## config.mk

```make
export PLATFORM = sky130hd
export DESIGN_NAME = mul4_seq_ctrl_flat
export DESIGN_NICKNAME = d
export VERILOG_FILES = /design/src/rtl/mul4_seq_ctrl_if.sv /design/src/rtl/mul4_seq_ctrl.sv /design/src/flat_wrapper.sv
export SDC_FILE = /design/constraint.sdc
export NUM_CORES = 1
export LEC_CHECK = 0
export CAP_MARGIN = 5
export CORE_ASPECT_RATIO = 0.8
export CORE_MARGIN = 3
export CORE_UTILIZATION = 25
export DETAILED_ROUTE_END_ITERATION = 7
export GPL_TIMING_DRIVEN = 0
export HOLD_SLACK_MARGIN = 0.06
export PLACE_DENSITY = 0.55
export SLEW_MARGIN = 10
export SYNTH_ARGS = -nofsm -noshare
export SYNTH_HDL_FRONTEND = slang
export SYNTH_SLANG_ARGS = --single-unit
```

## constraint.sdc

```tcl
create_clock -name CK -period 2.1 [get_ports CK]
set_input_delay 0.42 -clock CK [delete_from_list [all_inputs] [get_ports CK]]
set_output_delay 0.42 -clock CK [all_outputs]
set_load 0.05 [all_outputs]
```

## src/rtl/mul4_seq_ctrl_if.sv

```systemverilog
// Bundle of the operand, multiplier and result handshakes around mul4_seq_ctrl.
// The slave view is the controller itself; the master view is its environment
// (operand source, multiplier datapath and result consumer).
interface mul4_seq_ctrl_if;
    // Operand input handshake
    logic       IN_VALID;
    logic       IN_READY;
    logic [3:0] IN_A;
    logic [3:0] IN_B;

    // Shift-add multiplier side
    logic       MUL_START;
    logic [3:0] MUL_A;
    logic [3:0] MUL_B;
    logic       MUL_READY;
    logic [7:0] MUL_P;

    // Result output handshake
    logic       OUT_VALID;
    logic       OUT_READY;
    logic [7:0] OUT_P;
    logic       OUT_ERR;

    // Status
    logic       BUSY;
    logic [7:0] ERR_CNT;

    modport slave (
        input  IN_VALID, IN_A, IN_B, MUL_READY, MUL_P, OUT_READY,
        output IN_READY, MUL_START, MUL_A, MUL_B, OUT_VALID, OUT_P, OUT_ERR,
               BUSY, ERR_CNT
    );

    modport master (
        output IN_VALID, IN_A, IN_B, MUL_READY, MUL_P, OUT_READY,
        input  IN_READY, MUL_START, MUL_A, MUL_B, OUT_VALID, OUT_P, OUT_ERR,
               BUSY, ERR_CNT
    );
endinterface

```

## src/rtl/mul4_seq_ctrl.sv

```systemverilog
// Sequencing front-end for the 4x4 shift-add multiplier. Accepts one operand
// pair at a time, pulses START, waits out a settle cycle (READY may still be
// high from the previous job), captures the product or a watchdog error entry
// into a small result FIFO, and counts timeouts with a saturating counter.
module mul4_seq_ctrl #(
    parameter int RES_DEPTH = 2,
    parameter int TIMEOUT   = 15
) (
    input  logic CK,
    input  logic RSTN,
    mul4_seq_ctrl_if.slave bus
);

    localparam int PTR_W = (RES_DEPTH > 1) ? $clog2(RES_DEPTH) : 1;
    localparam int CNT_W = PTR_W + 1;

    typedef enum logic [1:0] {
        IDLE   = 2'd0,
        LOAD   = 2'd1,
        SETTLE = 2'd2,
        RUN    = 2'd3
    } state_t;

    // Saturating increment for the timeout counter.
    function automatic logic [7:0] sat_inc8(input logic [7:0] v);
        return (v == 8'hFF) ? 8'hFF : v + 8'd1;
    endfunction

    // Wrapping pointer increment; depth is a power of two so truncation wraps.
    function automatic logic [PTR_W-1:0] ptr_inc(input logic [PTR_W-1:0] p);
        return p + PTR_W'(1);
    endfunction

    state_t            state_q,     state_d;
    logic [3:0]        mul_a_q,     mul_a_d;
    logic [3:0]        mul_b_q,     mul_b_d;
    logic              mul_start_q, mul_start_d;
    logic              busy_q,      busy_d;
    logic [7:0]        err_cnt_q,   err_cnt_d;
    logic [7:0]        wdog_q,      wdog_d;
    logic [PTR_W-1:0]  wr_ptr_q,    wr_ptr_d;
    logic [PTR_W-1:0]  rd_ptr_q,    rd_ptr_d;
    logic [CNT_W-1:0]  count_q,     count_d;

    // FIFO entry layout: {err, product}
    logic [8:0]        mem_q [RES_DEPTH];
    logic [8:0]        mem_d [RES_DEPTH];

    logic              in_ready;
    logic              accept;
    logic              out_valid;
    logic              pop;
    logic              push;
    logic [8:0]        push_entry;

    // Handshake decode from the current state and FIFO occupancy.
    always_comb begin
        in_ready  = (state_q == IDLE) && (count_q < CNT_W'(RES_DEPTH));
        accept    = bus.IN_VALID && in_ready;
        out_valid = (count_q != '0);
        pop       = out_valid && bus.OUT_READY;
    end

    // Job sequencing: next state, operand latch, start pulse, watchdog and capture.
    always_comb begin
        state_d     = state_q;
        mul_a_d     = mul_a_q;
        mul_b_d     = mul_b_q;
        mul_start_d = 1'b0;
        wdog_d      = wdog_q;
        err_cnt_d   = err_cnt_q;
        push        = 1'b0;
        push_entry  = 9'd0;

        unique case (state_q)
            IDLE: begin
                if (accept) begin
                    mul_a_d     = bus.IN_A;
                    mul_b_d     = bus.IN_B;
                    mul_start_d = 1'b1;
                    state_d     = LOAD;
                end
            end
            LOAD: begin
                state_d = SETTLE;
            end
            SETTLE: begin
                // READY is not trusted here: it may be left over from the last job.
                wdog_d  = 8'd0;
                state_d = RUN;
            end
            RUN: begin
                if (bus.MUL_READY) begin
                    push       = 1'b1;
                    push_entry = {1'b0, bus.MUL_P};
                    state_d    = IDLE;
                end else if (wdog_q == 8'(TIMEOUT - 1)) begin
                    push       = 1'b1;
                    push_entry = {1'b1, 8'h00};
                    err_cnt_d  = sat_inc8(err_cnt_q);
                    state_d    = IDLE;
                end else begin
                    wdog_d = wdog_q + 8'd1;
                end
            end
            default: begin
                state_d = IDLE;
            end
        endcase

        busy_d = (state_d != IDLE);
    end

    // Result FIFO bookkeeping; a push always has a free slot because jobs are
    // only accepted while the FIFO has room.
    always_comb begin
        wr_ptr_d = wr_ptr_q;
        rd_ptr_d = rd_ptr_q;
        count_d  = count_q;
        mem_d    = mem_q;

        if (push) begin
            mem_d[wr_ptr_q] = push_entry;
            wr_ptr_d        = ptr_inc(wr_ptr_q);
        end
        if (pop) begin
            rd_ptr_d = ptr_inc(rd_ptr_q);
        end

        unique case ({push, pop})
            2'b10:   count_d = count_q + CNT_W'(1);
            2'b01:   count_d = count_q - CNT_W'(1);
            default: count_d = count_q;
        endcase
    end

    // Control and status registers, cleared asynchronously.
    always_ff @(posedge CK or negedge RSTN) begin
        if (!RSTN) begin
            state_q     <= IDLE;
            mul_a_q     <= 4'd0;
            mul_b_q     <= 4'd0;
            mul_start_q <= 1'b0;
            busy_q      <= 1'b0;
            err_cnt_q   <= 8'd0;
            wdog_q      <= 8'd0;
            wr_ptr_q    <= '0;
            rd_ptr_q    <= '0;
            count_q     <= '0;
        end else begin
            state_q     <= state_d;
            mul_a_q     <= mul_a_d;
            mul_b_q     <= mul_b_d;
            mul_start_q <= mul_start_d;
            busy_q      <= busy_d;
            err_cnt_q   <= err_cnt_d;
            wdog_q      <= wdog_d;
            wr_ptr_q    <= wr_ptr_d;
            rd_ptr_q    <= rd_ptr_d;
            count_q     <= count_d;
        end
    end

    // FIFO storage; contents are only observed through a valid head, so no reset.
    always_ff @(posedge CK) begin
        mem_q <= mem_d;
    end

    assign bus.IN_READY  = in_ready;
    assign bus.MUL_START = mul_start_q;
    assign bus.MUL_A     = mul_a_q;
    assign bus.MUL_B     = mul_b_q;
    assign bus.OUT_VALID = out_valid;
    assign bus.OUT_P     = out_valid ? mem_q[rd_ptr_q][7:0] : 8'h00;
    assign bus.OUT_ERR   = out_valid ? mem_q[rd_ptr_q][8]   : 1'b0;
    assign bus.BUSY      = busy_q;
    assign bus.ERR_CNT   = err_cnt_q;

endmodule

```

## src/flat_wrapper.sv

```systemverilog
// flat-port wrapper written by rule: the top's interface ports become plain ports
module mul4_seq_ctrl_flat 
#(
    parameter int RES_DEPTH = 2,
    parameter int TIMEOUT   = 15
)
  (CK, RSTN, bus_IN_VALID, bus_IN_A, bus_IN_B, bus_MUL_READY, bus_MUL_P, bus_OUT_READY, bus_IN_READY, bus_MUL_START, bus_MUL_A, bus_MUL_B, bus_OUT_VALID, bus_OUT_P, bus_OUT_ERR, bus_BUSY, bus_ERR_CNT);
  mul4_seq_ctrl_if bus_i ();
  input  logic CK;
  input  logic RSTN;
  input wire logic [$bits(bus_i.IN_VALID)-1:0] bus_IN_VALID;
  input wire logic [$bits(bus_i.IN_A)-1:0] bus_IN_A;
  input wire logic [$bits(bus_i.IN_B)-1:0] bus_IN_B;
  input wire logic [$bits(bus_i.MUL_READY)-1:0] bus_MUL_READY;
  input wire logic [$bits(bus_i.MUL_P)-1:0] bus_MUL_P;
  input wire logic [$bits(bus_i.OUT_READY)-1:0] bus_OUT_READY;
  output wire logic [$bits(bus_i.IN_READY)-1:0] bus_IN_READY;
  output wire logic [$bits(bus_i.MUL_START)-1:0] bus_MUL_START;
  output wire logic [$bits(bus_i.MUL_A)-1:0] bus_MUL_A;
  output wire logic [$bits(bus_i.MUL_B)-1:0] bus_MUL_B;
  output wire logic [$bits(bus_i.OUT_VALID)-1:0] bus_OUT_VALID;
  output wire logic [$bits(bus_i.OUT_P)-1:0] bus_OUT_P;
  output wire logic [$bits(bus_i.OUT_ERR)-1:0] bus_OUT_ERR;
  output wire logic [$bits(bus_i.BUSY)-1:0] bus_BUSY;
  output wire logic [$bits(bus_i.ERR_CNT)-1:0] bus_ERR_CNT;
  assign bus_i.IN_VALID = bus_IN_VALID;
  assign bus_i.IN_A = bus_IN_A;
  assign bus_i.IN_B = bus_IN_B;
  assign bus_i.MUL_READY = bus_MUL_READY;
  assign bus_i.MUL_P = bus_MUL_P;
  assign bus_i.OUT_READY = bus_OUT_READY;
  assign bus_IN_READY = bus_i.IN_READY;
  assign bus_MUL_START = bus_i.MUL_START;
  assign bus_MUL_A = bus_i.MUL_A;
  assign bus_MUL_B = bus_i.MUL_B;
  assign bus_OUT_VALID = bus_i.OUT_VALID;
  assign bus_OUT_P = bus_i.OUT_P;
  assign bus_OUT_ERR = bus_i.OUT_ERR;
  assign bus_BUSY = bus_i.BUSY;
  assign bus_ERR_CNT = bus_i.ERR_CNT;
  mul4_seq_ctrl #(.RES_DEPTH(RES_DEPTH), .TIMEOUT(TIMEOUT)) u_core (.CK(CK), .RSTN(RSTN), .bus(bus_i));
endmodule
```

==> summary.md, run 1 <==
| Metric | Value |
|---|---|
| Port Buf Inserts | `49` |
| Routed WL | `between 4 and 5 mm` |
| Syn nets | `220` |
| Syn. warnings | `0` |
| Largest cells by area after synthesis | `dfrtp_1 34%, edfxtp_1 23%, mux2i_1 4.3%` |
| Area grow syn2layout | `38.1%` |
| # clock sinks | `50` |
| Core Region | `0.00882 mm2` |
| Hold crit path type | `in -> async` |
| RSZ-0062 raised after global routing | `true` |
| CTS Buf Count | `5` |
| Max Clk Rate | `493 MHz` |
| Final nets | `about 290` |
| Post-DP HPWL | `3.46 mm` |
| Critical path class | `reg -> reg` |
| Largest area contributor in the netlist | `dfrtp_1` |
| CTS tree | `yes` |
| Worst Path Required | `2.27 ns` |
| DIE AREA | `0.0106 mm2` |
| Startpoint Class | `register` |
| Post-route ant nets | `0` |
| Htree depth | `2` |
| Clock Latency Late Sink | `between 0.2 and 0.3 ns` |
| Congestion Overflow GR | `0` |
| Post-synth EDFFs | `18` |
| Root Driver | `clkbuf_16` |
| Crit path time final | `2.03 ns` |
| Post-synthesis cell type count | `between 40 and 50` |
| Largest net degree at the start of global routing | `33` |
| Fillcell total | `between 800 and 900` |
| Ports | `50` |
| Final Setup Violations | `0` |
| Initial Util | `26.6%` |
| Skew final | `0.00277 ns` |
| Fin area | `roughly 0.0032 mm2` |
| Reg clk slew, reported paths | `0.06 ns` |
| Initial antenna violation count | `0` |
| Placed cell count | `356` |
| Main synth FF type | `dfrtp_1` |
| DRC Markers | `0` |
| Via count | `1720` |
| Longest Clk Path Bufs | `2` |
| Die width | `114 um` |
| Kind of end point of the critical path | `register` |
| Slew Limit Fails | `0` |
| Final GP Congestion | `roughly 0.76` |
| Synth Instances | `195` |
| Core Util, Final | `36.8%` |
| Status | `finished clean` |
| Die height | `92.7 um` |
| Maximum fanout along the worst path | `3` |
| # diodes | `0` |
| Leak | `1.35 nW` |
| Pwr Density | `1340 mW/mm2` |
| Max rail drop VDD | `0.000847 V` |
| Cell area after synthesis | `approximately 0.0023 mm2` |
| Drt first pass iters | `4` |
| Asr flop ratio synth | `64.0%` |
| Sequential share of the synthesized area | `between 50 and 60%` |
| Slew @ Worst Pin | `0.775 ns` |
| Share of cells above drive strength 1 | `21.0%` |
| Crit path arrival time | `about 2.2 ns` |
| Initial DRC count | `144` |
| GRT Total Usage | `9.84%` |
| Top-area cell type share of the netlist area | `34.1%` |
| Crit share post-route | `96.5%` |
| Final Non-Filler Cells | `374` |
| Vias in the first global route | `between 1500 and 2000` |
| Vias/cell | `4.60` |
| Post-Syn Area per Cell | `12.1 um2` |
| Register bit total from synthesis | `50` |
| First-pass GRT wire length | `8.36 mm` |
| Rel. slew slack | `48.4%` |
| DR WL/cell | `13.3 um` |
| Max Cap Viol | `0` |
| Cell row count | `30` |
| Placed cell areas | `0.00300 mm2` |
| Hold Fails Final Rpt | `0` |
[layer usage]
layer  part of all wire, %  track usage, %
met1                    48            13.9
met2                    43            14.2
met3                   8.0            3.92
met4                  0.54            1.78
met5                     0               0
[placed cells by master, fill, tap and decap left out, types with 3 or more instances in the layout]
cell             instances
clkdlybuf4s50_1         37
dfrtp_1                 31
edfxtp_1                18
nor2_1                  15
nand2_1                 11
and2_1                  10
mux2i_1                 10
buf_4                   10
nand3_1                  9
clkbuf_2                 9
mux2_2                   8
a21oi_1                  5
clkbuf_16                5
buf_2                    4
inv_1                    4
o21ai_0                  4
nor2b_1                  3
clkbuf_1                 3
nand2b_1                 3
and3_1                   3
nor3_1                   3
xnor2_1                  3
o2bb2ai_1                3
a31oi_1                  3
mux2_1                   3
ha_1                     3
[cell usage after synthesis, types with 3 or more instances]
library cell / count
nand2_1: 11
mux2_2: 8
nor2_1: 17
mux2i_1: 10
nor2b_1: 3
a21oi_1: 5
and2_1: 10
mux2_1: 3
and3_1: 3
dfrtp_1: 32
o21ai_0: 4
xnor2_1: 3
a31oi_1: 3
ha_1: 4
nand2b_1: 3
nand3_1: 9
inv_1: 5
o2bb2ai_1: 3
nor3_1: 4
clkbuf_1: 7
edfxtp_1: 18
[sequential cells by signal (all words and copies together), names as in the netlist]
| name | cells |
|---|---|
| u_core.wr_ptr_q | 1 |
| u_core.bus.MUL_B | 4 |
| u_core.count_q | 2 |
| u_core.state_q | 2 |
| u_core.mem_q | 18 |
| u_core.rd_ptr_q | 1 |
| u_core.bus.BUSY | 1 |
| u_core.bus.ERR_CNT | 8 |
| u_core.bus.MUL_START | 1 |
| u_core.bus.MUL_A | 4 |
| u_core.wdog_q | 8 |
[path summary, 6_finish.rpt]
| check | slack (ns) | depth (start not counted) | to | from |
|---|---|---|---|---|
| setup / recovery | 0.07 | 6 | u_core.bus.ERR_CNT[4] | u_core.wdog_q[0] |
| hold / removal | 0.21 | 1 | u_core.wdog_q[2] | RSTN |
| setup reg to reg | 0.07 | 6 | u_core.bus.ERR_CNT[4] | u_core.wdog_q[0] |
| hold reg to reg | 0.51 | 1 | u_core.bus.MUL_B[3] | u_core.bus.MUL_B[3] |
| max in group asynchronous | 1.35 | 1 | u_core.rd_ptr_q | RSTN |
| min in group CK | 0.51 | 1 | u_core.bus.MUL_B[3] | u_core.bus.MUL_B[3] |
[where the power goes]
group	internal (mW)	leakage (nW)	total, mW	switching (mW)
clock network	0.557	0.0836	0.894	0.337
registers	1.27	0.575	1.46	0.189
logic	0.674	0.687	1.98	1.31
[what timing repair did]
action	4_1_cts	5_1_grt
setup endpoints to repair	35	26
setup buffers	9	3
pin swaps	4	5
hold buffers	0	0
gates resized for setup	25	17
[cell type report]
class / instances / area [um2] / area share, %
inverter: 6 / 22.5 / 0.694
sequential: 50 / 1340 / 41.4
buffer: 6 / 26.3 / 0.810
tap: 112 / 140 / 4.32
clock buffer: 5 / 125 / 3.86
timing repair buffer: 61 / 544 / 16.8
clock inverter: 3 / 40.0 / 1.23
multi-input combinational: 131 / 1000 / 30.9
[cell families after synthesis]
kind of cell,synth area share (%)
AOI/OAI and AO/OA,8.04
muxes,10.2
buffers and inverters,2.29
xor gates and xnor gates,1.86
and+or+nand+nor,18.4
DFF,57.1
adders and majority gates,2.13
[metrics by stage]
stage                     power (mW)  setup TNS (ns)  setup slack (ns)  hold slack (ns)
after detailed placement        3.45          -13.28            -0.552            0.497
after global routing            4.59         -0.0617           -0.0511            0.279
after global placement          3.44          -19.12            -0.570            0.491
after CTS                       4.41               0           0.00331            0.249
after floorplan                 2.81         -0.0182           -0.0182            0.124
final                           4.34               0            0.0727            0.207
[worst max-delay path: stages (launching register included)]
cell	delay, ns
dfrtp_1	0.38
inv_2	0.08
ha_4	0.13
or4b_4	0.48
nor4_4	0.28
and4_1	0.25
mux2_1	0.31
No activity file was read; power rests on OpenSTA's default activity.
==> inputs of run 2 (changes only) <==
- CORE_MARGIN: 3 -> 8
==> run 2 against run 1 <==
  * Cell area up 1.8%
  * Critical path depth down 1
  * Non-clock buffer count down 1
  * Count of clock-buffer cells in the layout unchanged
  * Sequential power about the same
  * Worst setup slack worse by 0.0080 ns
  * Clock skew up 0.0081 ns
  * Die area up 20%
  * Utilization down 0.55 points
==> summary.md, run 2 (synthesized netlist as in run 1, its figures left out) <==
| Metric | Value |
|---|---|
| Max Clk Rate | `491 MHz (-0.39%)` |
| Startpoint Class | `register` |
| Final Setup Violations | `0 (unchanged)` |
| Largest Register | `u_core.mem_q` |
| Total power | `4.44 mW (+2.4%)` |
| Routed WL | `5.40 mm (+8.2%)` |
| CTS Buf Count | `5 (unchanged)` |
| Vias in the first global route | `1772 (+5.2%)` |
| Flop pwr share | `33.0% (-0.7 points)` |
| Maximum fanout along the worst path | `7 (+4)` |
| Worst Path Required | `2.28 ns (about the same)` |
| Fin area | `0.00330 mm2 (+1.8%)` |
| Rel. slew slack | `48.0% (-0.38 points)` |
| Slew @ Worst Pin | `0.780 ns (+0.00575 ns)` |
| Root Driver | `clkbuf_16` |
| Cell row count | `31 (+3.3%)` |
| Reg-to-reg endpoint | `u_core.bus.ERR_CNT[6]` |
| Core Region | `0.00911 mm2 (+3.3%)` |
| Status | `finished clean` |
| RSZ-0062 raised after global routing | `true` |
| Reg2reg path depth | `5 (-1)` |
| Crit path largest cell delay | `0.59 ns (+0.11 ns)` |
| Max rail drop VDD | `0.000730 V (-14%)` |
| Crit share post-route | `96.9% (+0.38 points)` |
| Congestion Overflow GR | `0 (unchanged)` |
| Pwr Density | `1350 mW/mm2 (+0.65%)` |
| # diodes | `0 (unchanged)` |
| Worst slack, placed | `-0.508 ns (+0.0432 ns)` |
| Slew Limit Fails | `0 (unchanged)` |
| Initial antenna violation count | `0 (unchanged)` |
| Port Buf Inserts | `49 (unchanged)` |
| Via count | `1719 (-0.058%)` |
| Vias/cell | `4.57 (-0.59%)` |
| First-pass GRT wire length | `8.94 mm (+7.0%)` |
| Hold Fails Final Rpt | `0 (unchanged)` |
| Crit path max-delay cell type | `or4b_4` |
| Clock share of power | `20.5% (about the same)` |
| Initial DRC count | `106 (-26%)` |
| DR WL/cell | `14.4 um (+7.7%)` |
| Most frequent cells in the layout | `37 x clkdlybuf4s50_1, 31 x dfrtp_1, 18 x edfxtp_1, 15 x nor2_1, 11 x nand2_1` |
| Crit path time final | `2.04 ns (+0.00796 ns)` |
| Die width | `124 um (+8.7%)` |
| Cell internal pwr | `2.58 mW (+3.0%)` |
| Final nets | `285 (-0.35%)` |
| Placed cell areas | `0.00300 mm2 (+0.13%)` |
| GRT Total Usage | `8.63% (-1.2 points)` |
| Logic gate share of total power | `46.6% (+0.9 points)` |
| Post-route ant nets | `0 (unchanged)` |
| Max Cap Viol | `0 (unchanged)` |
| DRC Markers | `0 (unchanged)` |
| CTS tree | `yes` |
| Fillcell total | `918 (+7.1%)` |
| Worst R2R Start | `u_core.wdog_q[5]` |
| Final GP Congestion | `0.772 (+1.5%)` |
| Clock Latency Late Sink | `0.29 ns (about the same)` |
| Share of cells above drive strength 1 | `21.5% (+0.46 points)` |
| DIE AREA | `0.0128 mm2 (+20%)` |
| Critical path class | `reg -> reg` |
| Sw Share | `41.9% (-0.31 points)` |
| Largest net degree at the start of global routing | `33 (unchanged)` |
| Longest Clk Path Bufs | `2 (unchanged)` |
| Die height | `103 um (+11%)` |
| Final Non-Filler Cells | `376 (+0.53%)` |
| Kind of end point of the critical path | `register` |
| Largest register FFs | `18 (unchanged)` |
| Post-route worst setup slack | `0.0648 ns (-0.00796 ns)` |
| Area grow syn2layout | `40.5%` |
| Hold crit path type | `in -> async` |
| Drt first pass iters | `4 (unchanged)` |
| Htree depth | `2 (unchanged)` |
| # clock sinks | `50 (unchanged)` |
| Placed cell count | `359 (+0.84%)` |
| Post-DP HPWL | `3.68 mm (+6.3%)` |
| Crit path arrival time | `2.21 ns (about the same)` |
| CP delay by family, top | `simple AND/OR/NAND/NOR gates` |
| Commonest non-fill, non-tap cell in the layout | `clkdlybuf4s50_1` |
| Skew final | `0.0108 ns (+0.00806 ns)` |
| Crit path cell chain | `or4b_4 > nor4_4 > buf_4 > nand4_1 > mux2_4` |
| Initial Util | `25.8% (-0.86 points)` |
| Ports | `50 (unchanged)` |
| Reg clk slew, reported paths | `0.07 ns (about the same)` |
| Buf/Inv on CP | `1 (unchanged)` |
| Net Switching | `1.86 mW (+1.7%)` |
| R2R setup slack | `0.06 ns (about the same)` |
| Leak | `1.33 nW (-0.83%)` |
| Hold_buf cts | `0 (unchanged)` |
| Min Hold Slack | `0.208 ns (+0.000461 ns)` |
## run 2: cell types whose count changed in the layout (fill, tap and decap cells not counted), sizes merged
cell / change
clkdlybuf4s15: +8
clkbuf: -6
buf: -3
clkdlybuf4s18: +1
clkinv: -1
clkinvlp: +1
dlygate4sd2: -1
## run 2: how the worst max path moves through the flow
stage	startpoint	to	slack, ns	depth (start not counted)
final	u_core.wdog_q[5]	u_core.bus.ERR_CNT[6]	0.06	5
after global routing	u_core.wdog_q[0]	u_core.bus.ERR_CNT[6]	-0.02	7
after CTS	u_core.wdog_q[5]	u_core.bus.ERR_CNT[6]	0.03	5
after detailed placement	bus_MUL_READY	u_core.mem_q[16]	-0.51	6
after global placement	bus_MUL_READY	u_core.mem_q[15]	-0.54	6
after floorplan	u_core.wdog_q[0]	u_core.bus.ERR_CNT[4]	-0.02	6
## run 2: metrics by stage
stage / setup TNS (ns) / util, %
6_report: 0 / 36.2
5_1_grt: -0.0276 / 36.2
4_1_cts: 0 / 36.0
3_5_place_dp: -12.52 / 32.9
3_3_place_gp: -19.33 / 33.0
2_1_floorplan: -0.0182 / -
## run 2: final cells by class
class	instances	area [um2]	area share (%)
Sequential cell	50	1340	40.7
Tap cell	115	144	4.36
Clock inverter	3	42.5	1.29
Buffer	6	28.8	0.872
Clock buffer	5	125	3.79
Timing Repair Buffer	60	584	17.7
Multi-Input combinational cell	131	1010	30.5
Inverter	6	26.3	0.796
## run 2: layer usage
metal	vias to the layer above	part of all wire [%]	global-route usage (%)
met5	-	0	0
li1	840	-	-
met3	4	6.7	3.34
met4	0	0.91	3.23
met2	42	43	12.9
met1	833	49	11.0
## run 2: power by group through the flow
stage,logic [mW],registers [mW],clock network [mW]
after floorplan,1.09,1.71,0
after global placement,2.05,1.41,0
after detailed placement,2.06,1.42,0
after CTS,2.08,1.45,0.946
after global routing,2.22,1.50,0.980
final,2.07,1.46,0.909
## run 2: repair_timing
action / 4_1_cts / 5_1_grt
setup endpoints to repair: 36 / 22
gates resized for setup: 39 / 7
hold endpoints to repair: 0 / 0
pin swaps: 3 / 3
setup buffers: 8 / 3
